`src/rtl/gecko_mem_arbiter_pkg.sv`:
```
// Shared types for the gecko data-memory arbiter: requester id and arbitration FSM states.
package gecko_mem_arbiter_pkg;
  localparam int GECKO_MEM_ARB_PORTS = 2;

  typedef logic [0:0] gecko_mem_arb_id_t;

  typedef enum logic {
    GECKO_MEM_ARB_ARB,
    GECKO_MEM_ARB_HOLD
  } gecko_mem_arb_state_t;
endpackage

```
`src/rtl/gecko_mem_arb_tag_fifo.sv`:
```
// In-order FIFO of requester ids for reads in flight; head selects the response destination.
module gecko_mem_arb_tag_fifo
  import gecko_mem_arbiter_pkg::*;
#(
  parameter int DEPTH = 4
) (
  input  logic              clk,
  input  logic              rst,
  input  logic              push,
  input  gecko_mem_arb_id_t push_id,
  input  logic              pop,
  output logic              full,
  output logic              empty,
  output gecko_mem_arb_id_t head
);
  localparam int PW = $clog2(DEPTH);
  localparam int CW = PW + 1;

  gecko_mem_arb_id_t tag_q [DEPTH];
  logic [PW-1:0]     wr_ptr, rd_ptr;
  logic [CW-1:0]     count;
  logic              do_push, do_pop;

  assign full    = (count == CW'(DEPTH));
  assign empty   = (count == '0);
  assign head    = tag_q[rd_ptr];
  assign do_push = push & ~full;
  assign do_pop  = pop & ~empty;

  // Pointers are exactly clog2(DEPTH) wide, so they wrap by overflow.
  always_ff @(posedge clk or posedge rst) begin
    if (rst) begin
      wr_ptr <= '0;
      rd_ptr <= '0;
      count  <= '0;
    end else begin
      if (do_push) wr_ptr <= wr_ptr + 1'b1;
      if (do_pop)  rd_ptr <= rd_ptr + 1'b1;
      case ({do_push, do_pop})
        2'b10:   count <= count + 1'b1;
        2'b01:   count <= count - 1'b1;
        default: ;
      endcase
    end
  end

  always_ff @(posedge clk) begin
    if (do_push) tag_q[wr_ptr] <= push_id;
  end
endmodule

```
`src/rtl/gecko_mem_arbiter.sv`:
```
// Two-port data-memory arbiter with read-response routing via an in-order tag FIFO.
// Define GECKO_MEM_ARB_PRIORITY_EN for fixed priority (port 0 first); default is round-robin.
module gecko_mem_arbiter
  import gecko_mem_arbiter_pkg::*;
#(
  parameter int ADDR_WIDTH      = 32,
  parameter int DATA_WIDTH      = 32,
  parameter int MAX_OUTSTANDING = 4
) (
  input  logic                    clk,
  input  logic                    rst,
  input  logic                    req0_valid,
  output logic                    req0_ready,
  input  logic                    req0_read_enable,
  input  logic [DATA_WIDTH/8-1:0] req0_write_enable,
  input  logic [ADDR_WIDTH-1:0]   req0_addr,
  input  logic [DATA_WIDTH-1:0]   req0_data,
  input  logic                    req1_valid,
  output logic                    req1_ready,
  input  logic                    req1_read_enable,
  input  logic [DATA_WIDTH/8-1:0] req1_write_enable,
  input  logic [ADDR_WIDTH-1:0]   req1_addr,
  input  logic [DATA_WIDTH-1:0]   req1_data,
  output logic                    mem_valid,
  input  logic                    mem_ready,
  output logic                    mem_read_enable,
  output logic [DATA_WIDTH/8-1:0] mem_write_enable,
  output logic [ADDR_WIDTH-1:0]   mem_addr,
  output logic [DATA_WIDTH-1:0]   mem_data,
  input  logic                    mem_resp_valid,
  output logic                    mem_resp_ready,
  input  logic [DATA_WIDTH-1:0]   mem_resp_data,
  output logic                    resp0_valid,
  input  logic                    resp0_ready,
  output logic [DATA_WIDTH-1:0]   resp0_data,
  output logic                    resp1_valid,
  input  logic                    resp1_ready,
  output logic [DATA_WIDTH-1:0]   resp1_data,
  output logic                    orphan_resp
);
  localparam int NP = GECKO_MEM_ARB_PORTS;
  localparam int MW = DATA_WIDTH / 8;

  logic [NP-1:0]                 req_valid, req_rd, elig, req_ready, resp_valid, resp_ready;
  logic [NP-1:0][MW-1:0]         req_we;
  logic [NP-1:0][ADDR_WIDTH-1:0] req_addr;
  logic [NP-1:0][DATA_WIDTH-1:0] req_data;

  gecko_mem_arb_state_t state_q, state_d;
  gecko_mem_arb_id_t    rr_last_q, lock_id_q, win, head;
  logic                 tag_full, tag_empty, hs, push, pop, orphan_q;

  assign req_valid  = {req1_valid, req0_valid};
  assign req_rd     = {req1_read_enable, req0_read_enable};
  assign req_we     = {req1_write_enable, req0_write_enable};
  assign req_addr   = {req1_addr, req0_addr};
  assign req_data   = {req1_data, req0_data};
  assign resp_ready = {resp1_ready, resp0_ready};

  // Reads need a free tag slot; writes never wait on the FIFO.
  for (genvar p = 0; p < NP; p++) begin : g_port
    assign elig[p]       = req_valid[p] & (~req_rd[p] | ~tag_full);
    assign req_ready[p]  = hs & (win == gecko_mem_arb_id_t'(p));
    assign resp_valid[p] = ~rst & ~tag_empty & mem_resp_valid & (head == gecko_mem_arb_id_t'(p));
  end

  always_comb begin
    state_d   = state_q;
    win       = lock_id_q;
    mem_valid = 1'b0;
    if (state_q == GECKO_MEM_ARB_HOLD) begin
      mem_valid = req_valid[lock_id_q];
      if (!req_valid[lock_id_q] || mem_ready) state_d = GECKO_MEM_ARB_ARB;
    end else begin
`ifdef GECKO_MEM_ARB_PRIORITY_EN
      win = elig[0] ? 1'b0 : 1'b1;
`else
      win = (&elig) ? ~rr_last_q : elig[1];
`endif
      mem_valid = |elig;
      if (mem_valid && !mem_ready) state_d = GECKO_MEM_ARB_HOLD;
    end
    mem_valid = mem_valid & ~rst;
  end

  assign hs               = mem_valid & mem_ready;
  assign mem_read_enable  = req_rd[win];
  assign mem_write_enable = req_we[win];
  assign mem_addr         = req_addr[win];
  assign mem_data         = req_data[win];
  assign req0_ready       = req_ready[0];
  assign req1_ready       = req_ready[1];

  // With no tag outstanding the response has no owner: sink it and flag it.
  assign mem_resp_ready = ~rst & (tag_empty | resp_ready[head]);
  assign resp0_valid    = resp_valid[0];
  assign resp1_valid    = resp_valid[1];
  assign resp0_data     = mem_resp_data;
  assign resp1_data     = mem_resp_data;
  assign orphan_resp    = orphan_q;

  assign push = hs & mem_read_enable;
  assign pop  = mem_resp_valid & mem_resp_ready & ~tag_empty;

  gecko_mem_arb_tag_fifo #(.DEPTH(MAX_OUTSTANDING)) u_tag_fifo (
    .clk     (clk),
    .rst     (rst),
    .push    (push),
    .push_id (win),
    .pop     (pop),
    .full    (tag_full),
    .empty   (tag_empty),
    .head    (head)
  );

  always_ff @(posedge clk or posedge rst) begin
    if (rst) begin
      state_q   <= GECKO_MEM_ARB_ARB;
      rr_last_q <= 1'b1;
      lock_id_q <= 1'b0;
      orphan_q  <= 1'b0;
    end else begin
      state_q <= state_d;
      if (hs) rr_last_q <= win;
      if (state_q == GECKO_MEM_ARB_ARB) lock_id_q <= win;
      if (mem_resp_valid && tag_empty) orphan_q <= 1'b1;
    end
  end
endmodule

```
`config.mk`:
```
export PLATFORM = sky130hd
export DESIGN_NAME = gecko_mem_arbiter
export DESIGN_NICKNAME = d
export VERILOG_FILES = /design/src/rtl/gecko_mem_arbiter_pkg.sv /design/src/rtl/gecko_mem_arb_tag_fifo.sv /design/src/rtl/gecko_mem_arbiter.sv
export SDC_FILE = /design/constraint.sdc
export NUM_CORES = 1
export LEC_CHECK = 0
export CORE_AREA = 2 2 123 125
export DETAILED_ROUTE_END_ITERATION = 10
export DIE_AREA = 0 0 125 127
export SLEW_MARGIN = 10
export SYNTH_ARGS = -nofsm -noshare
export SYNTH_HDL_FRONTEND = slang
export SYNTH_HIERARCHICAL = 1
export SYNTH_SLANG_ARGS = --single-unit
```
`constraint.sdc`:
```
create_clock -name clk -period 3.06 [get_ports clk]
set_input_delay 0.612 -clock clk [delete_from_list [all_inputs] [get_ports clk]]
set_output_delay 0.612 -clock clk [all_outputs]
set_load 0.005 [all_outputs]
```
==> results of run 1 <==
[metal layers]
metal	GRT usage [%]	wire length (um)	vias up
met1	13.6	4020	1017
met2	20.8	5240	175
met4	1.76	70	0
li1	-	-	1062
met5	0	0	-
met3	5.11	1120	7
[registers in the layout, indices dropped and copies added, names as in the netlist]
name / flops
u_tag_fifo/tag_q: 4
u_tag_fifo/count: 3
u_tag_fifo/wr_ptr: 2
u_tag_fifo/rd_ptr: 2
lock_id_q: 1
rr_last_q: 1
orphan_resp: 1
state_q: 1
[cell type report]
cell class | count | area, um2
repair buffers | 253 | 2620
well taps | 184 | 230
clock inverters | 1 | 5.00
inverters | 14 | 52.6
flip-flops and latches | 15 | 398
clock buffers | 3 | 75.1
fillers | 1441 | 9580
multi-input cells | 123 | 1470
[cell families (layout without fill, tap and decap cells)]
logic type / count (synthesis) / in the layout / share of synthesized area, %
DFF: 15 / 15 / 15.5
adders and majority gates: 6 / 6 / 3.23
buffers and inverters: 86 / 271 / 27.1
muxes: 72 / 72 / 41.9
xor gates and xnor gates: 6 / 6 / 2.06
AOI/OAI and AO/OA: 11 / 11 / 3.53
and+or+nand+nor: 28 / 28 / 6.57
[cell usage in the layout, fill, tap and decap left out, drive strengths merged, types with 2 or more instances in the layout]
cell,n
edfxtp,4
buf,31
mux2,69
clkbuf,4
dlygate4sd2,29
mux2i,2
nor2,8
nor2b,2
clkdlybuf4s15,4
clkdlybuf4s50,160
inv,14
a21bo,2
nand2,7
xor2,3
and2,6
ha,5
dfrtp,10
o211ai,2
a21oi,2
xnor2,3
dlymetal6s2s,27
[worst paths after layout]
kind,cells past startpoint,endpoint
max in group asynchronous,2,u_tag_fifo/count[1]$_DFFE_PP0P_
min in group asynchronous,2,lock_id_q$_DFFE_PP0N_
worst min-delay path,1,orphan_resp$_DFFE_PP0P_
worst max register to register,12,u_tag_fifo/count[1]$_DFFE_PP0P_
worst min register to register,1,orphan_resp$_DFFE_PP0P_
worst max-delay path,8,mem_data[12]
[per-stage QoR]
step	utilization [%]	total power, mW	hold slack [ps]
3_5_place_dp	31.3	2.00	456
5_1_grt	33.6	2.52	497
6_report	33.6	2.38	479
3_3_place_gp	31.3	1.97	460
4_1_cts	32.3	2.31	475
2_1_floorplan	-	1.34	377
[timing repair]
action	4_1_cts	5_1_grt
pin swaps	2	4
setup buffers	5	6
cloned	2	2
hold buffers	0	0
endpoints found under the setup margin	69	50
resized for setup	43	37
[power groups by stage]
stage | Clock, mW | Sequential, mW | Combinational [mW]
after CTS | 0.262 | 0.343 | 1.70
final | 0.256 | 0.337 | 1.79
after detailed placement | 0 | 0.345 | 1.65
after global routing | 0.267 | 0.346 | 1.91
after floorplan | 0 | 0.336 | 1.00
after global placement | 0 | 0.341 | 1.63
==> results by group, run 1 <==
Placed design
  – Cell Count Post-Placement: 574
  – Placer Congestion: 0.863
  – IO buf count: 221
  – Place WS: -340 ps
  – Post-Place Cell Area: 4520 um2
  – HPWL after detailed placement: 8620 um

Setup path
  – RR Startpoint: u_tag_fifo/count[1]$_DFFE_PP0P_
  – Critical Path Start Type: input pin
  – Cells along the critical path: dlygate4sd2_1, a21bo_1, o211ai_2, and2_4, buf_4, buf_12, mux2_4, clkdlybuf4s50_1
  – Critical path class: in -> out
  – FF-to-FF setup slack: 360 ps
  – Max stage delay on crit path: 460 ps
  – Slowest cell on the critical path: clkdlybuf4s50_1
  – CP endpoint kind: primary output
  – Delay-heaviest family, CP: buffers and inverters
  – Arr. time, crit path: 2510 ps
  – Worst-path fanout max: 8
  – CP Launch Point: req0_read_enable
  – CP Data Required Time: 2450 ps
  – Crit path buf inv count: 4

Detailed routing
  – Final wirelength: 10400 um
  – Routed Antenna Nets: 0
  – DR WL/cell: 17.6 um
  – Residual DRC: 0
  – Initial DRC count: 51
  – Routed via count divided by cell count: 3.81
  – Via count: 2261
  – Drt first pass iters: 4

Power
  – Switching share of total power: 31.3%
  – Psw: 744 uW
  – Clock share of power: 10.8%
  – Leak pwr: 2.41 nW
  – P per Cell Area: 491 nW/um2
  – Logic pwr share: 75.1%
  – Internal power: 1.64 mW
  – Peak supply drop: 0.355 mV
  – Sequential fraction of design power: 14.2%

Floorplan
  – Die width: 125 um
  – DIE AREA: 15900 um2
  – Die Y: 127 um
  – FP Rows: 44
  – I/O Pins: 318
  – Placeable core area: 14400 um2
  – Initial core utilization: 17.7%

Yosys
  – Number of synthesized flops with an enable pin: 4
  – Synthesized net count: 408
  – Post-synth ARST share: 73.3%
  – Most frequent cells after synthesis: mux2_4, buf_4, inv_1, dfrtp_1
  – Syn Area/Cell: 11.4 um2
  – Post-synthesis register bit count: 15
  – Area contributors post-synth: mux2_4, buf_4, dfrtp_1, buf_12, edfxtp_1
  – Post-synth top flop: dfrtp_1
  – Post-Syn Area: 2550 um2
  – Synth unique cells: 35
  – Synth area leader: mux2_4
  – Count leader, synth: mux2_4
  – Post-Synthesis Cells: 224
  – Post-synth top area share: 39.4%
  – Sequential share of the synthesized area: 15.5%
  – Yosys warns: 6

Clock network
  – H-tree Lvls: 1
  – Clock root cell: clkbuf_16
  – Clk slew on worst S/H paths: 50 ps
  – CTS max path bufs: 2
  – TritonCTS buffer count: 3
  – Clk sinks: 15
  – CTS tree: done
  – Clock latency on the worst-skew pair: 250 ps

Cells and area
  – Layout Nets: 594
  – Fin area: 4850 um2
  – Layout area overhead: 89.8%
  – Share of layout cells above drive strength 1: 29.3%
  – Antenna Cells: 0
  – Final non-filler cell total: 593

GRT
  – First-pass GRT wire length: 14500 um
  – Pin count of the biggest net entering global routing: 34
  – Overflow after GRT: 0
  – Antenna violations before repair: 0
  – Vias in the first global route: 2461
  – GR Util All Layers: 11.8%

Timing
  – Skew final: 2.74 ps
  – Slew @ Worst Pin: 385 ps
  – Final period util: 102%
  – RSZ-0062 raised after global routing: yes
  – Slew HR: 74.1%
  – Final setup margin: -63.3 ps
  – Hold Vio Cnt, Final: 0
  – Setup TNS: -420 ps
  – Final critical-path required period: 3120 ps
  – Fin. max-slew vios: 0
  – Peak Freq: 320 MHz
  – # setup viols final: 11

Status
  – Violated checks: negative setup slack
  – Status: finished, violations left

Job
  – Max Cap Viol: 0

Worst hold path
  – Hold Path Class: reg -> reg
  – Worst hold path startpoint: orphan_resp$_DFFE_PP0P_
(Power assumes the default switching activity.)
==> run 2, diff against run 1 <==
- ABC_AREA: default -> 1
- CORE_AREA: 2 2 123 125 -> 2 2 124 126
- DIE_AREA: 0 0 125 127 -> 0 0 126 128
==> results by group, run 2 <==
Timing
  – Fin Hold WS: 468 ps (was 479 ps)
  – # setup viols final: 0 (was 11)
  – Fin. max-slew vios: 0 (unchanged)
  – Skew final: 1.25 ps (was 2.74 ps)
  – Slew HR: 74.0% (was 74.1%)
  – Slew @ Worst Pin: 389 ps (was 385 ps)
  – Peak Freq: 338 MHz (was 320 MHz)
  – Final critical-path required period: 2960 ps (was 3120 ps)
  – Final period util: 96.7% (was 102%)
  – Setup TNS: 0 ps (was -420 ps)
  – Hold Vio Cnt, Final: 0 (unchanged)

Floorplan
  – Placeable core area: 14900 um2 (was 14400 um2)
  – FP Rows: 45 (was 44)
  – Die width: 126 um (was 125 um)
  – Die Y: 128 um (was 127 um)
  – I/O Pins: 318 (unchanged)
  – DIE AREA: 16100 um2 (was 15900 um2)
  – Initial core utilization: 15.9% (was 17.7%)

Power
  – Peak supply drop: 0.194 mV (was 0.355 mV)
  – Psw: 949 uW (was 744 uW)
  – Leak pwr: 2.26 nW (was 2.41 nW)
  – Logic pwr share: 76.3% (was 75.1%)
  – Sequential fraction of design power: 13.3% (was 14.2%)
  – Switching share of total power: 38.7% (was 31.3%)
  – Internal power: 1.51 mW (was 1.64 mW)
  – Clock share of power: 10.4% (was 10.8%)
  – P per Cell Area: 535 nW/um2 (was 491 nW/um2)

Yosys
  – Post-synthesis register bit count: 15 (unchanged)
  – Post-synth ARST share: 73.3% (unchanged)
  – Area contributors post-synth: nand2_1, buf_4, dfrtp_1, edfxtp_1, inv_1 (was mux2_4, buf_4, dfrtp_1, buf_12, edfxtp_1)
  – Compound-cell area share of the yosys netlist: 1.69% (was 3.53%)
  – Sequential share of the synthesized area: 16.8% (was 15.5%)
  – Main combinational cell family by area after synthesis: simple AND/OR/NAND/NOR gates (was multiplexers)
  – Post-synth top flop: dfrtp_1 (unchanged)
  – Post-Syn Area: 2370 um2 (was 2550 um2)
  – Post-synth top area share: 37.1% (was 39.4%)
  – Most frequent cells after synthesis: nand2_1, buf_4, inv_1, dfrtp_1 (was mux2_4, buf_4, inv_1, dfrtp_1)
  – Adder-cell share of the synthesized area: 3.49% (was 3.23%)
  – Count leader, synth: nand2_1 (was mux2_4)
  – Synthesized net count: 592 (was 408)
  – Post-Synthesis Cells: 408 (was 224)
  – Number of synthesized flops with an enable pin: 4 (unchanged)
  – Post-synthesis simple-gate area fraction: 46.8% (was 6.57%)
  – Synth area leader: nand2_1 (was mux2_4)
  – Syn Area/Cell: 5.80 um2 (was 11.4 um2)
  – Yosys warns: 6 (unchanged)
  – Post-synthesis share of cell area spent on xor and xnor gates: 0.370% (was 2.06%)
  – Mux cell area share after synthesis: 0% (was 41.9%)
  – Synth unique cells: 27 (was 35)

GRT
  – Vias in the first global route: 2752 (was 2461)
  – Antenna violations before repair: 1 (was 0)
  – Pin count of the biggest net entering global routing: 43 (was 34)
  – First-pass GRT wire length: 13500 um (was 14500 um)
  – Overflow after GRT: 0 (unchanged)
  – GR Util All Layers: 10.4% (was 11.8%)

Placed design
  – Post-Place Cell Area: 4380 um2 (was 4520 um2)
  – HPWL after detailed placement: 7640 um (was 8620 um)
  – IO buf count: 221 (unchanged)
  – Placer Congestion: 0.699 (was 0.863)

Cells and area
  – Layout Nets: 763 (was 594)
  – Register name with the most flops: u_tag_fifo/tag_q (unchanged)
  – Fin area: 4590 um2 (was 4850 um2)
  – Core Util, Final: 30.9% (was 33.6%)
  – Footprint of the multi-input gates: 1240 um2 (was 1470 um2)
  – Share of layout cells above drive strength 1: 8.30% (was 29.3%)
  – Layout area overhead: 93.9% (was 89.8%)
  – Filler cell count in the final layout: 1640 (was 1441)
  – Most frequent cells in the layout: nand2_1, clkdlybuf4s50_1, inv_1 (was clkdlybuf4s50_1, mux2_4, dlygate4sd2_1)
  – FF+latch area: 397 um2 (was 398 um2)
  – Biggest regs: u_tag_fifo/tag_q x4, u_tag_fifo/count x3 (unchanged)
  – Commonest non-fill, non-tap cell in the layout: nand2_1 (was clkdlybuf4s50_1)
  – Max FFs per register: 4 (unchanged)

Clock network
  – Clock root cell: clkbuf_16 (unchanged)
  – H-tree Lvls: 1 (unchanged)
  – CTS max path bufs: 2 (unchanged)
  – TritonCTS buffer count: 3 (unchanged)
  – Clk slew on worst S/H paths: 50 ps (about the same)
  – CTS tree: done (unchanged)
  – Hold_buf cts: 0 (unchanged)
  – Clk sinks: 15 (unchanged)
  – Clock latency on the worst-skew pair: 240 ps (was 250 ps)

Detailed routing
  – Met2 WL: 4320 um (was 5240 um)
  – Final wirelength: 9380 um (was 10400 um)
  – Drt first pass iters: 4 (unchanged)
  – DR WL/cell: 12.2 um (was 17.6 um)
  – Residual DRC: 0 (unchanged)
  – Met1 Wirelength: 3760 um (was 4020 um)
  – Uppermost layer routed: met4 (unchanged)
  – Metal3 WL: 1040 um (was 1120 um)
  – Via count: 2855 (was 2261)
  – Routed Antenna Nets: 0 (unchanged)
  – Routed via count divided by cell count: 3.72 (was 3.81)
  – Initial DRC count: 74 (was 51)

Setup path
  – CP Data Required Time: 2450 ps (about the same)
  – Critical Path Start Type: input pin (unchanged)
  – CP endpoint kind: primary output (unchanged)
  – Critical path class: in -> out (unchanged)
  – Arr. time, crit path: 2350 ps (was 2510 ps)
  – Worst-path fanout max: 23 (was 8)

Job
  – Max Cap Viol: 0 (unchanged)

Status
  – Status: finished clean (was finished, violations left)

Worst hold path
  – Hold Path Class: reg -> reg (unchanged)
## run 2: cell count changes in the layout (fill, tap and decap cells not counted), moves of 5 or more
cell,before,now
dlymetal6s2s_1,27,4
nand3_1,1,8
nand2_1,6,233
mux2_4,68,0
clkdlybuf4s50_1,160,214
inv_1,14,30
dlygate4sd2_1,29,3
buf_4,22,16
nand2_2,1,6
## run 2: worst paths after layout
kind / startpoint / end / slack, ps / cells past startpoint
worst max register to register: u_tag_fifo/count[0]$_DFFE_PP0P_ / u_tag_fifo/count[1]$_DFFE_PP0P_ / 370 / 15
min in group asynchronous: rst / u_tag_fifo/rd_ptr[0]$_DFFE_PP0P_ / 670 / 2
worst max-delay path: req1_valid / mem_addr[7] / 100 / 9
worst min-delay path: orphan_resp$_DFFE_PP0P_ / orphan_resp$_DFFE_PP0P_ / 470 / 1
worst min register to register: orphan_resp$_DFFE_PP0P_ / orphan_resp$_DFFE_PP0P_ / 470 / 1
max in group asynchronous: rst / rr_last_q$_DFFE_PP1P_ / 2100 / 3
## run 2: routing by layer
metal | track usage, % | vias to the layer above
li1 | - | 1490
met1 | 12.2 | 1182
met2 | 16.8 | 156
met3 | 4.26 | 27
met4 | 4.78 | 0
met5 | 0 | -
## run 2: logic make-up after synthesis
| kind of cell | count (synthesis) |
|---|---|
| simple gates | 268 |
| xor+xnor | 1 |
| fa+ha+maj | 6 |
| compound gates | 6 |
| buf+inv | 112 |
| flops | 15 |
## run 2: stage by stage
step | power [mW] | worst slack, ps | instances
floorplan | 1.21 | 534 | 408
global placement | 2.10 | -39.8 | 755
detailed placement | 2.10 | -57.8 | 755
CTS | 2.41 | 13.1 | 760
global route | 2.69 | -5.42 | 767
finish | 2.46 | 101 | 767
## run 2: critical path: stages
cell and delay (ps):
clkdlybuf4s50_1 480, nand2_1 80, nand2_2 90, nand3_4 150, clkinv_8 120, buf_12 160, nand2_1 80, nand2_1 60
clkdlybuf4s50_1 490
## run 2: area by class of cell
| cell class | instances | share of cell area (%) |
|---|---|---|
| Antenna cell | 1 | 0.0546 |
| Clock buffer | 3 | 1.64 |
| Clock inverter | 1 | 0.109 |
| Inverter | 34 | 3.06 |
| Multi-Input combinational cell | 281 | 27.1 |
| Sequential cell | 15 | 8.65 |
| Tap cell | 188 | 5.13 |
| Timing Repair Buffer | 244 | 54.3 |
## run 2: what timing repair did
item / 4_1_cts / 5_1_grt
buffers inserted: 0 / 5
cloned: 1 / 1
resized for setup: 7 / 5
setup endpoints to repair: 51 / 63
pin swaps: 1 / 2
## run 2: power by group through the flow
stage	Clock, mW	Sequential, mW	Combinational [mW]
after floorplan	0	0.320	0.886
after global placement	0	0.329	1.77
after detailed placement	0	0.330	1.77
after CTS	0.266	0.327	1.82
after global routing	0.270	0.336	2.09
final	0.255	0.327	1.87
==> run 3, diff against run 2 <==
- RECOVER_POWER: default -> 25
==> results by group, run 3 (synthesis results as in run 2) <==
Cells and area
  – Core Util, Final: 30.8% (was 30.9%)
  – Commonest non-fill, non-tap cell in the layout: nand2_1 (unchanged)
  – Register name with the most flops: u_tag_fifo/tag_q (unchanged)
  – Fin area: 4580 um2 (was 4590 um2)
  – Biggest regs: u_tag_fifo/tag_q x4, u_tag_fifo/count x3 (unchanged)
  – Share of layout cells above drive strength 1: 8.13% (was 8.30%)
  – Max FFs per register: 4 (unchanged)
  – Filler cell count in the final layout: 1642 (was 1640)
  – Most frequent cells in the layout: nand2_1, clkdlybuf4s50_1, inv_1 (unchanged)
  – Layout area overhead: 93.7% (was 93.9%)
  – Layout Nets: 763 (unchanged)

Power
  – Leak pwr: 2.26 nW (about the same)
  – Peak supply drop: 0.194 mV (about the same)
  – P per Cell Area: 535 nW/um2 (about the same)

Placed design
  – HPWL after detailed placement: 7640 um (unchanged)
  – Post-Place Cell Area: 4380 um2 (unchanged)
  – IO buf count: 221 (unchanged)
  – Placer Congestion: 0.699 (unchanged)

GRT
  – First-pass GRT wire length: 13500 um (unchanged)
  – GR Util All Layers: 10.4% (unchanged)
  – Overflow after GRT: 0 (unchanged)
  – Vias in the first global route: 2752 (unchanged)
  – Pin count of the biggest net entering global routing: 43 (unchanged)
  – Antenna violations before repair: 1 (unchanged)

Detailed routing
  – Routed via count divided by cell count: 3.73 (was 3.72)
  – Via count: 2858 (was 2855)
  – Routed Antenna Nets: 0 (unchanged)
  – Drt first pass iters: 4 (unchanged)
  – Residual DRC: 0 (unchanged)
  – DR WL/cell: 12.2 um (about the same)
  – Initial DRC count: 66 (was 74)
  – Final wirelength: 9380 um (about the same)

Clock network
  – Clk slew on worst S/H paths: 50 ps (about the same)
  – CTS max path bufs: 2 (unchanged)
  – TritonCTS buffer count: 3 (unchanged)
  – Clock latency on the worst-skew pair: 250 ps (was 240 ps)
  – Clock root cell: clkbuf_16 (unchanged)
  – CTS tree: done (unchanged)
  – H-tree Lvls: 1 (unchanged)
  – Clk sinks: 15 (unchanged)

Floorplan
  – I/O Pins: 318 (unchanged)
  – Die width: 126 um (unchanged)
  – Placeable core area: 14900 um2 (unchanged)
  – Initial core utilization: 15.9% (unchanged)
  – FP Rows: 45 (unchanged)
  – Die Y: 128 um (unchanged)
  – DIE AREA: 16100 um2 (unchanged)

Timing
  – Fin Hold WS: 467 ps (was 468 ps)
  – Slew HR: 74.0% (about the same)
  – Final critical-path required period: 2960 ps (about the same)
  – # setup viols final: 0 (unchanged)
  – Hold Vio Cnt, Final: 0 (unchanged)
  – Skew final: 1.94 ps (was 1.25 ps)
  – Setup TNS: 0 ps (unchanged)
  – Final period util: 96.7% (about the same)
  – Fin. max-slew vios: 0 (unchanged)
  – Peak Freq: 338 MHz (unchanged)
  – Slew @ Worst Pin: 389 ps (about the same)

Setup path
  – Cell mode on critical path: nand2_1 (unchanged)
  – Arr. time, crit path: 2350 ps (about the same)
  – CP Data Required Time: 2450 ps (about the same)
  – Max stage delay on crit path: 490 ps (about the same)
  – Delay-heaviest family, CP: buffers and inverters (unchanged)
  – Crit path buf inv count: 4 (unchanged)
  – Slowest cell on the critical path: clkdlybuf4s50_1 (unchanged)
  – Worst-path fanout max: 23 (unchanged)
  – Cells along the critical path: clkdlybuf4s50_1, nand2_1, nand2_2, nand3_4, clkinv_8, buf_12, nand2_1, nand2_1, clkdlybuf4s50_1 (unchanged)
  – CP endpoint kind: primary output (unchanged)
  – Critical Path Start Type: input pin (unchanged)
  – Critical path class: in -> out (unchanged)

Worst hold path
  – Hold Path Class: reg -> reg (unchanged)

Status
  – Status: finished clean (unchanged)

Job
  – Max Cap Viol: 0 (unchanged)
## run 3: cell types whose count changed in the layout (fill, tap and decap cells not counted)
cell             previous run  this run
buf_4                      16        15
clkbuf_1                    0         1
clkdlybuf4s50_1           214       212
dlygate4sd3_1               0         2
## run 3: layer usage
layer / vias to the layer above / global-route usage (%) / routed length (um)
met5: - / 0 / 0
met2: 156 / 16.8 / 4320
met1: 1184 / 12.2 / 3750
li1: 1491 / - / -
met4: 0 / 4.78 / 261
met3: 27 / 4.26 / 1050
## run 3: path summary, 6_finish.rpt
kind                                                 start                               to  slack [ps]  cells after the start
min                                orphan_resp$_DFFE_PP0P_          orphan_resp$_DFFE_PP0P_         470                      1
min in group asynchronous                              rst  u_tag_fifo/count[0]$_DFFE_PP0P_         800                      2
max reg2reg                u_tag_fifo/count[0]$_DFFE_PP0P_  u_tag_fifo/count[1]$_DFFE_PP0P_         370                     15
min reg2reg                        orphan_resp$_DFFE_PP0P_          orphan_resp$_DFFE_PP0P_         470                      1
max                                             req1_valid                      mem_addr[7]         100                      9
max in group asynchronous                              rst            rr_last_q$_DFFE_PP1P_        1910                      3
## run 3: worst reg2reg max path, stage by stage, from the launching register on
cell	delay, ps
dfrtp_1	400
inv_2	100
nand3_4	120
inv_1	110
nand2_1	80
nand4_2	130
nand3_4	150
buf_12	200
nand2_1	60
nand2_1	60
nor2_1	310
nand2_8	70
ha_1	210
inv_1	90
fa_1	400
o21ai_0	140
## run 3: power by group
| group | switching, mW | internal [mW] | leakage [nW] | total (mW) |
|---|---|---|---|---|
| clock | 0.0815 | 0.175 | 0.0409 | 0.256 |
| combinational | 0.816 | 1.06 | 2.05 | 1.87 |
| sequential | 0.0512 | 0.275 | 0.166 | 0.327 |
| total | 0.949 | 1.51 | 2.26 | 2.45 |
## run 3: final cells by class
cell class | count | area [um2] | area share [%]
Clock buffer | 3 | 75.1 | 1.64
Sequential cell | 15 | 397 | 8.65
Timing Repair Buffer | 244 | 2490 | 54.3
Clock inverter | 1 | 5.00 | 0.109
Antenna cell | 1 | 2.50 | 0.0546
Multi-Input combinational cell | 281 | 1240 | 27.1
Inverter | 34 | 140 | 3.06
Tap cell | 188 | 235 | 5.13
## run 3: metrics by stage
| stage | worst slack [ps] | std cells | power (mW) |
|---|---|---|---|
| 3_5_place_dp | -57.8 | 755 | 2.10 |
| 4_1_cts | 13.1 | 760 | 2.41 |
| 3_3_place_gp | -39.8 | 755 | 2.10 |
| 2_1_floorplan | 534 | 408 | 1.21 |
| 6_report | 101 | 767 | 2.45 |
| 5_1_grt | -5.42 | 767 | 2.69 |
## run 3: repair_timing
item	4_1_cts	5_1_grt
hold buffers	0	0
pin swaps	1	2
endpoints found under the setup margin	51	63
resized for setup	7	5
setup buffers	0	5
cloned	1	1
